## src/rtl/hazard_stall_if.sv

```systemverilog
// Handshake bundle between the ID-stage hazard/stall controller and the pipeline.
// The pipeline side (master) supplies the hazard inputs and consumes the enables.
// The controller side (slave) does the reverse.
interface hazard_stall_if #(
    parameter int REG_ADDR_W = 5,
    parameter int CNT_W      = 16
);
    logic                  id_ex_mem_read;
    logic [REG_ADDR_W-1:0] id_ex_rd;
    logic [REG_ADDR_W-1:0] if_id_rs1;
    logic [REG_ADDR_W-1:0] if_id_rs2;
    logic                  if_id_use_rs1;
    logic                  if_id_use_rs2;
    logic                  id_ex_multi;
    logic                  branch_taken;
    logic                  mem_wait;
    logic                  stat_clear;

    logic                  pc_write;
    logic                  if_id_write;
    logic                  id_ex_write;
    logic                  id_ex_bubble;
    logic                  if_id_flush;
    logic                  pipe_hold;
    logic                  busy;
    logic [CNT_W-1:0]      stall_count;

    modport master (
        output id_ex_mem_read, id_ex_rd, if_id_rs1, if_id_rs2,
               if_id_use_rs1, if_id_use_rs2, id_ex_multi, branch_taken,
               mem_wait, stat_clear,
        input  pc_write, if_id_write, id_ex_write, id_ex_bubble,
               if_id_flush, pipe_hold, busy, stall_count
    );

    modport slave (
        input  id_ex_mem_read, id_ex_rd, if_id_rs1, if_id_rs2,
               if_id_use_rs1, if_id_use_rs2, id_ex_multi, branch_taken,
               mem_wait, stat_clear,
        output pc_write, if_id_write, id_ex_write, id_ex_bubble,
               if_id_flush, pipe_hold, busy, stall_count
    );
endinterface

```

## src/rtl/hazard_stall_controller.sv

```systemverilog
// Hazard/stall controller for the 5-stage RISC-V pipeline.
// Handles load-use stalls of configurable length, multi-cycle EX occupancy,
// a global memory-wait freeze and taken-branch flushes, and counts stall cycles.
// The interface parameters must match REG_ADDR_W and CNT_W of this module.
module hazard_stall_controller #(
    parameter int REG_ADDR_W = 5,
    parameter int LOAD_LAT   = 1,
    parameter int MULTI_LAT  = 4,
    parameter int CNT_W      = 16,
    parameter bit X0_HAZARD  = 1'b0
) (
    input logic          clk,
    input logic          rst,
    hazard_stall_if.slave bus
);
    localparam int MAX_LAT = (LOAD_LAT > MULTI_LAT) ? LOAD_LAT : MULTI_LAT;
    localparam int CW      = $clog2(MAX_LAT) + 1;

    localparam logic [CW-1:0] LOAD_INIT  = CW'(LOAD_LAT - 1);
    localparam logic [CW-1:0] MULTI_INIT = CW'(MULTI_LAT - 2);
    localparam logic [CW-1:0] CNT_ONE    = CW'(1);

    typedef enum logic [1:0] {
        RUN        = 2'd0,
        LOAD_WAIT  = 2'd1,
        MULTI_BUSY = 2'd2
    } state_t;

    state_t         state_q, state_d;
    logic [CW-1:0]  cnt_q, cnt_d;
    logic [CNT_W-1:0] stall_q;

    logic dep;
    logic pc_write, if_id_write, id_ex_write;
    logic id_ex_bubble, if_id_flush, pipe_hold;

    // Load-use dependency between the load in EX and the sources read in ID.
    assign dep = bus.id_ex_mem_read
               && (X0_HAZARD || (bus.id_ex_rd != '0))
               && ((bus.if_id_use_rs1 && (bus.if_id_rs1 == bus.id_ex_rd))
                || (bus.if_id_use_rs2 && (bus.if_id_rs2 == bus.id_ex_rd)));

    // Priority-ordered output decode and next-state/counter selection.
    always_comb begin
        // NOTE: every output and next-state value gets a default first, so no path can leave one unassigned and infer a latch.
        state_d      = state_q;
        cnt_d        = cnt_q;
        pc_write     = 1'b1;
        if_id_write  = 1'b1;
        id_ex_write  = 1'b1;
        id_ex_bubble = 1'b0;
        if_id_flush  = 1'b0;
        pipe_hold    = 1'b0;

        if (rst) begin
            // Detection is masked; outputs keep their free-running defaults.
            state_d = RUN;
            cnt_d   = '0;
        end else if (bus.mem_wait) begin
            // Whole pipe frozen; state and countdown hold.
            pc_write    = 1'b0;
            if_id_write = 1'b0;
            id_ex_write = 1'b0;
            pipe_hold   = 1'b1;
        end else begin
            case (state_q)
                MULTI_BUSY: begin
                    pc_write    = 1'b0;
                    if_id_write = 1'b0;
                    id_ex_write = 1'b0;
                    cnt_d       = cnt_q - CNT_ONE;
                    if (cnt_q == CNT_ONE) state_d = RUN;
                end
                LOAD_WAIT: begin
                    pc_write     = 1'b0;
                    if_id_write  = 1'b0;
                    id_ex_bubble = 1'b1;
                    cnt_d        = cnt_q - CNT_ONE;
                    if (cnt_q == CNT_ONE) state_d = RUN;
                end
                RUN: begin
                    if (bus.id_ex_multi) begin
                        // A multi-cycle op is never a branch, so branch_taken is not looked at.
                        pc_write    = 1'b0;
                        if_id_write = 1'b0;
                        id_ex_write = 1'b0;
                        if (MULTI_LAT > 2) begin
                            state_d = MULTI_BUSY;
                            cnt_d   = MULTI_INIT;
                        end
                    end else if (bus.branch_taken) begin
                        // The ID instruction is squashed, so any dependency it has is moot.
                        if_id_flush  = 1'b1;
                        id_ex_bubble = 1'b1;
                    end else if (dep) begin
                        pc_write     = 1'b0;
                        if_id_write  = 1'b0;
                        id_ex_bubble = 1'b1;
                        if (LOAD_LAT > 1) begin
                            state_d = LOAD_WAIT;
                            cnt_d   = LOAD_INIT;
                        end
                    end
                end
                default: begin
                    state_d = RUN;
                    cnt_d   = '0;
                end
            endcase
        end
    end

    // State and countdown registers.
    always_ff @(posedge clk) begin
        // NOTE: state uses non-blocking assignments so every register samples pre-edge values and updates together.
        if (rst) begin
            state_q <= RUN;
            cnt_q   <= '0;
        end else begin
            state_q <= state_d;
            cnt_q   <= cnt_d;
        end
    end

    // Saturating stall-cycle statistic; clear wins over increment.
    always_ff @(posedge clk) begin
        if (rst) begin
            stall_q <= '0;
        end else if (bus.stat_clear) begin
            stall_q <= '0;
        end else if (!pc_write && (stall_q != {CNT_W{1'b1}})) begin
            stall_q <= stall_q + 1'b1;
        end
    end

    assign bus.pc_write     = pc_write;
    assign bus.if_id_write  = if_id_write;
    assign bus.id_ex_write  = id_ex_write;
    assign bus.id_ex_bubble = id_ex_bubble;
    assign bus.if_id_flush  = if_id_flush;
    assign bus.pipe_hold    = pipe_hold;
    assign bus.busy         = !rst && (state_q != RUN);
    assign bus.stall_count  = stall_q;
endmodule
```

## src/flat_wrapper.sv

```systemverilog
// flat-port wrapper written by rule: the top's interface ports become plain ports
module hazard_stall_controller_flat 
#(
    parameter int REG_ADDR_W = 5,
    parameter int LOAD_LAT   = 1,
    parameter int MULTI_LAT  = 4,
    parameter int CNT_W      = 16,
    parameter bit X0_HAZARD  = 1'b0
)
  (clk, rst, bus_id_ex_mem_read, bus_id_ex_rd, bus_if_id_rs1, bus_if_id_rs2, bus_if_id_use_rs1, bus_if_id_use_rs2, bus_id_ex_multi, bus_branch_taken, bus_mem_wait, bus_stat_clear, bus_pc_write, bus_if_id_write, bus_id_ex_write, bus_id_ex_bubble, bus_if_id_flush, bus_pipe_hold, bus_busy, bus_stall_count);
  hazard_stall_if #(.REG_ADDR_W(REG_ADDR_W), .CNT_W(CNT_W)) bus_i ();
  input logic clk;
  input logic rst;
  input wire logic [$bits(bus_i.id_ex_mem_read)-1:0] bus_id_ex_mem_read;
  input wire logic [$bits(bus_i.id_ex_rd)-1:0] bus_id_ex_rd;
  input wire logic [$bits(bus_i.if_id_rs1)-1:0] bus_if_id_rs1;
  input wire logic [$bits(bus_i.if_id_rs2)-1:0] bus_if_id_rs2;
  input wire logic [$bits(bus_i.if_id_use_rs1)-1:0] bus_if_id_use_rs1;
  input wire logic [$bits(bus_i.if_id_use_rs2)-1:0] bus_if_id_use_rs2;
  input wire logic [$bits(bus_i.id_ex_multi)-1:0] bus_id_ex_multi;
  input wire logic [$bits(bus_i.branch_taken)-1:0] bus_branch_taken;
  input wire logic [$bits(bus_i.mem_wait)-1:0] bus_mem_wait;
  input wire logic [$bits(bus_i.stat_clear)-1:0] bus_stat_clear;
  output wire logic [$bits(bus_i.pc_write)-1:0] bus_pc_write;
  output wire logic [$bits(bus_i.if_id_write)-1:0] bus_if_id_write;
  output wire logic [$bits(bus_i.id_ex_write)-1:0] bus_id_ex_write;
  output wire logic [$bits(bus_i.id_ex_bubble)-1:0] bus_id_ex_bubble;
  output wire logic [$bits(bus_i.if_id_flush)-1:0] bus_if_id_flush;
  output wire logic [$bits(bus_i.pipe_hold)-1:0] bus_pipe_hold;
  output wire logic [$bits(bus_i.busy)-1:0] bus_busy;
  output wire logic [$bits(bus_i.stall_count)-1:0] bus_stall_count;
  assign bus_i.id_ex_mem_read = bus_id_ex_mem_read;
  assign bus_i.id_ex_rd = bus_id_ex_rd;
  assign bus_i.if_id_rs1 = bus_if_id_rs1;
  assign bus_i.if_id_rs2 = bus_if_id_rs2;
  assign bus_i.if_id_use_rs1 = bus_if_id_use_rs1;
  assign bus_i.if_id_use_rs2 = bus_if_id_use_rs2;
  assign bus_i.id_ex_multi = bus_id_ex_multi;
  assign bus_i.branch_taken = bus_branch_taken;
  assign bus_i.mem_wait = bus_mem_wait;
  assign bus_i.stat_clear = bus_stat_clear;
  assign bus_pc_write = bus_i.pc_write;
  assign bus_if_id_write = bus_i.if_id_write;
  assign bus_id_ex_write = bus_i.id_ex_write;
  assign bus_id_ex_bubble = bus_i.id_ex_bubble;
  assign bus_if_id_flush = bus_i.if_id_flush;
  assign bus_pipe_hold = bus_i.pipe_hold;
  assign bus_busy = bus_i.busy;
  assign bus_stall_count = bus_i.stall_count;
  hazard_stall_controller #(.REG_ADDR_W(REG_ADDR_W), .LOAD_LAT(LOAD_LAT), .MULTI_LAT(MULTI_LAT), .CNT_W(CNT_W), .X0_HAZARD(X0_HAZARD)) u_core (.clk(clk), .rst(rst), .bus(bus_i));
endmodule
```

## config.mk

```make
export PLATFORM = sky130hd
export DESIGN_NAME = hazard_stall_controller_flat
export DESIGN_NICKNAME = d
export VERILOG_FILES = /design/src/rtl/hazard_stall_if.sv /design/src/rtl/hazard_stall_controller.sv /design/src/flat_wrapper.sv
export SDC_FILE = /design/constraint.sdc
export NUM_CORES = 1
export LEC_CHECK = 0
export ABC_AREA = 1
export CAP_MARGIN = 20
export CORE_UTILIZATION = 41
export CTS_CLUSTER_DIAMETER = 200
export CTS_CLUSTER_SIZE = 14
export DETAILED_ROUTE_END_ITERATION = 6
export GPL_TIMING_DRIVEN = 0
export PLACE_DENSITY = 0.75
export SLEW_MARGIN = 10
export SYNTH_ARGS = -nofsm -noshare
export SYNTH_HDL_FRONTEND = slang
export SYNTH_SLANG_ARGS = --single-unit
```

## constraint.sdc

```tcl
create_clock -name clk -period 1.7 [get_ports clk]
set_input_delay 0.17 -clock clk [delete_from_list [all_inputs] [get_ports clk]]
set_output_delay 0.17 -clock clk [all_outputs]
set_load 0.05 [all_outputs]
```

==> impl_summary.log <==
INFO  metric floorplan.die_area = 3760 um2
INFO  metric relSlewSlack = 57.6%
INFO  metric netlist_area = 1440 um2
INFO  metric period_share = 97.7%
INFO  metric gp_congestion = 0.840
INFO  metric reg2reg_to = u_core.bus.stall_count[3]
INFO  metric crit_fanout = 5
INFO  metric final.min_clock_period = 1.66 ns
INFO  metric final_power = 0.00103 W
INFO  metric finalSetupViolations = 0
INFO  metric worst_path_largest_cell_delay = 0.80 ns
INFO  metric grt_max_degree = 12
INFO  metric finalHoldViolCount = 0
INFO  metric timing_worst_setup_path_type = reg -> out
INFO  metric die-width = 61.3 um
INFO  metric crit_slowest_cell = clkdlybuf4s50_1
INFO  metric setup.reg_to_reg.worst_slack = 0.11 ns
INFO  metric skew = 0.0114 ns
INFO  metric syn_to_final_growth = 45.2%
INFO  metric clk_pin_slew = 0.11 ns
INFO  metric synth_seq_area_share = 27.8%
INFO  metric ys.warnings.count = 0
INFO  metric critical_path_cell_count = 1
INFO  metric crit-reg2reg-launch = u_core.bus.stall_count[0]
INFO  metric critPathLaunchType = register
INFO  metric fp-row-count = 21
INFO  metric first_iter_violations = 105
INFO  metric crit_chain = clkdlybuf4s50_1
INFO  metric cp.buffers_inverters = 1
INFO  metric cp.required = 1.53 ns
INFO  metric layout.core_utilization = 62.2%
INFO  metric placeableCoreArea = 3360 um2
INFO  metric drtPass1Iterations = 4
INFO  metric worstPathArrival = 1.49 ns
INFO  metric insertedDiodeCount = 0
INFO  metric detail_route.wirelength = 3440 um
INFO  metric tritoncts = yes
INFO  metric die_y = 61.3 um
INFO  metric floorplan.initialDensity = 42.9%
INFO  metric nets = 309
INFO  metric cts_inserted_buffers = 3
INFO  metric timing.hold.worst_path_depth = 2
INFO  metric ys_seq_elements = 20
INFO  metric grt_pass1_vias = 1327
INFO  metric cap_violations = 0
INFO  metric detailedPlacementHpwl = 2590 um
INFO  metric clock_buffer_depth = 2
INFO  metric antenna_found_initial = 0
INFO  metric timing.critical_path.to = bus_stall_count[1]
INFO  metric portBuffers = 46
INFO  metric whs = 0.178 ns
INFO  metric cell_area_placed = 1990 um2
INFO  metric final_design_area_no_fill = 2090 um2
INFO  metric wl_per_cell = 10.5 um
INFO  metric powerDensity = 490 nW/um2
INFO  metric htree_levels = 1
INFO  metric clock_insertion_delay_worst_skew = 0.31 ns
INFO  metric grtUsageTotal = 19.8%
INFO  metric cts_num_sinks = 20
INFO  metric syn_nets = 251
INFO  metric final-max-slew-violation-count = 0
INFO  metric worstHoldPathType = in -> reg
INFO  metric vdd_ir_drop_max = 0.566 mV
INFO  metric yosysUniqueCellTypes = 28
INFO  metric avgSynthCellArea = 6.43 um2
INFO  metric fmax = 0.602 GHz
INFO  metric worstRegToRegCells = 8
INFO  metric viasPerCell = 4.67
INFO  metric grt_overflow_total = 0
INFO  metric actual_transition_at_the_worst_max_transition_pin = 0.636 ns
INFO  metric remaining_drc_errors = 0
INFO  metric route.antenna.remaining_nets = 0
INFO  metric final_layout_size_suffix_gt1_share = 21.7%
INFO  metric grt_first_pass_wirelength = 5640 um
INFO  metric outcome = finished, final reports clean
INFO  metric crit_path_end_kind = output pin
INFO  metric critical_path.startpoint = u_core.bus.stall_count[1]
INFO  metric worst_path_dominant_cell_family = buffers and inverters
INFO  metric vias = 1528
INFO  metric boundaryPins = 47
INFO  metric root_buffer = clkbuf_4
INFO  metric leakage = 1.04 nW
INFO  metric synthCells = 224
timing repair:
action	4_1_cts	5_1_grt
hold buffers	0	0
setup buffers	5	2
pin swaps	11	7
endpoints found under the setup margin	25	26
resized for setup	56	29
synth_stat cells (all sizes together):
| cell type | number | share of area, % |
|---|---|---|
| a211oi | 1 | 0.52 |
| clkinv | 1 | 0.26 |
| dfxtp | 20 | 28 |
| ha | 3 | 2.6 |
| inv | 29 | 7.6 |
| clkbuf | 1 | 0.26 |
| nor2 | 29 | 7.7 |
| nand4 | 3 | 1.3 |
| nand2 | 67 | 19 |
| buf | 4 | 2.2 |
| nor3 | 2 | 1.8 |
| xnor2 | 7 | 4.3 |
| nand3 | 27 | 11 |
| a21oi | 19 | 8.4 |
| xor2 | 7 | 4.3 |
| o21ai | 3 | 1.0 |
| a221oi | 1 | 0.61 |
how the worst min path moves through the flow:
stage	start	end	slack, ns
finish	rst	u_core.state_q[1]	0.18
global route	rst	u_core.state_q[1]	0.20
CTS	bus_stat_clear	u_core.bus.stall_count[0]	0.47
detailed placement	u_core.bus.stall_count[13]	u_core.bus.stall_count[13]	0.47
global placement	u_core.cnt_q[2]	u_core.cnt_q[2]	0.46
floorplan	rst	u_core.state_q[1]	0.24
cell usage in the layout (no fill, tap or decap), types with 2 or more instances in the layout:
master,synthesis,layout
nand2_1,63,61
nor2_1,28,25
nand3_1,25,25
inv_1,25,24
dlygate4sd2_1,0,17
a21oi_1,12,12
dfxtp_1,20,11
buf_4,2,8
dlymetal6s2s_1,0,8
xnor2_1,7,7
a21oi_2,7,7
xor2_1,7,7
clkdlybuf4s50_1,0,7
dfxtp_2,0,7
inv_2,4,5
clkdlybuf4s15_1,0,5
clkbuf_2,0,4
nor2_2,1,3
nand4_1,3,3
nand2_2,2,3
nand2_4,2,3
buf_8,0,3
clkbuf_4,0,3
o21ai_0,2,2
buf_6,1,2
ha_1,3,2
clkdlybuf4s15_2,0,2
dfxtp_4,0,2
per-stage QoR:
stage	std cells	worst slack, ns	setup TNS (ns)
2_1_floorplan	224	-0.00638	-0.00638
3_3_place_gp	316	-0.957	-5.49
3_5_place_dp	316	-0.977	-5.68
4_1_cts	325	0.000728	0
5_1_grt	327	-0.00866	-0.0138
6_report	327	0.0393	0
worst reg2reg max path: cells and delay by family, from the launching register on:
kind	cells	cell delay (ns)
AO/OA/AOI/OAI	1	0.11
buffers and inverters	2	0.20
AND/OR/NAND/NOR	4	0.62
adder cells (fa/ha/maj)	1	0.21
flip-flops	1	0.40
cells by family after synthesis:
family	after synthesis	synth area share [%]
AO/OA/AOI/OAI	24	10.6
adder cells (fa/ha/maj)	3	2.60
XOR/XNOR	14	8.51
buffers and inverters	35	10.2
AND/OR/NAND/NOR	128	40.3
flip-flops	20	27.8
state kept, by name (all words and copies together), names as in the netlist:
signal                  cells
u_core.cnt_q                3
u_core.state_q              1
u_core.bus.stall_count     16
area by class of cell:
type	instances	area (um2)
clock buffers	4	36.3
flip-flops and latches	20	417
well taps	46	57.6
plain buffers	5	48.8
fillers	350	1270
repair buffers	53	499
inverters	30	116
multi-input cells	169	918
routing by layer:
metal / vias up / global-route usage (%) / share of wire (%)
li1: 819 / - / -
met1: 681 / 25.8 / 47
met2: 26 / 35.1 / 49
met3: 2 / 3.78 / 3.5
met4: 0 / 1.95 / 0.76
met5: - / 0 / 0
where the power goes:
part | switching, W | internal (W)
logic | 0.000146 | 0.000105
clock network | 0.000160 | 0.000131
registers | 0.00000846 | 0.000476
Power figures use the tool's default switching activity.
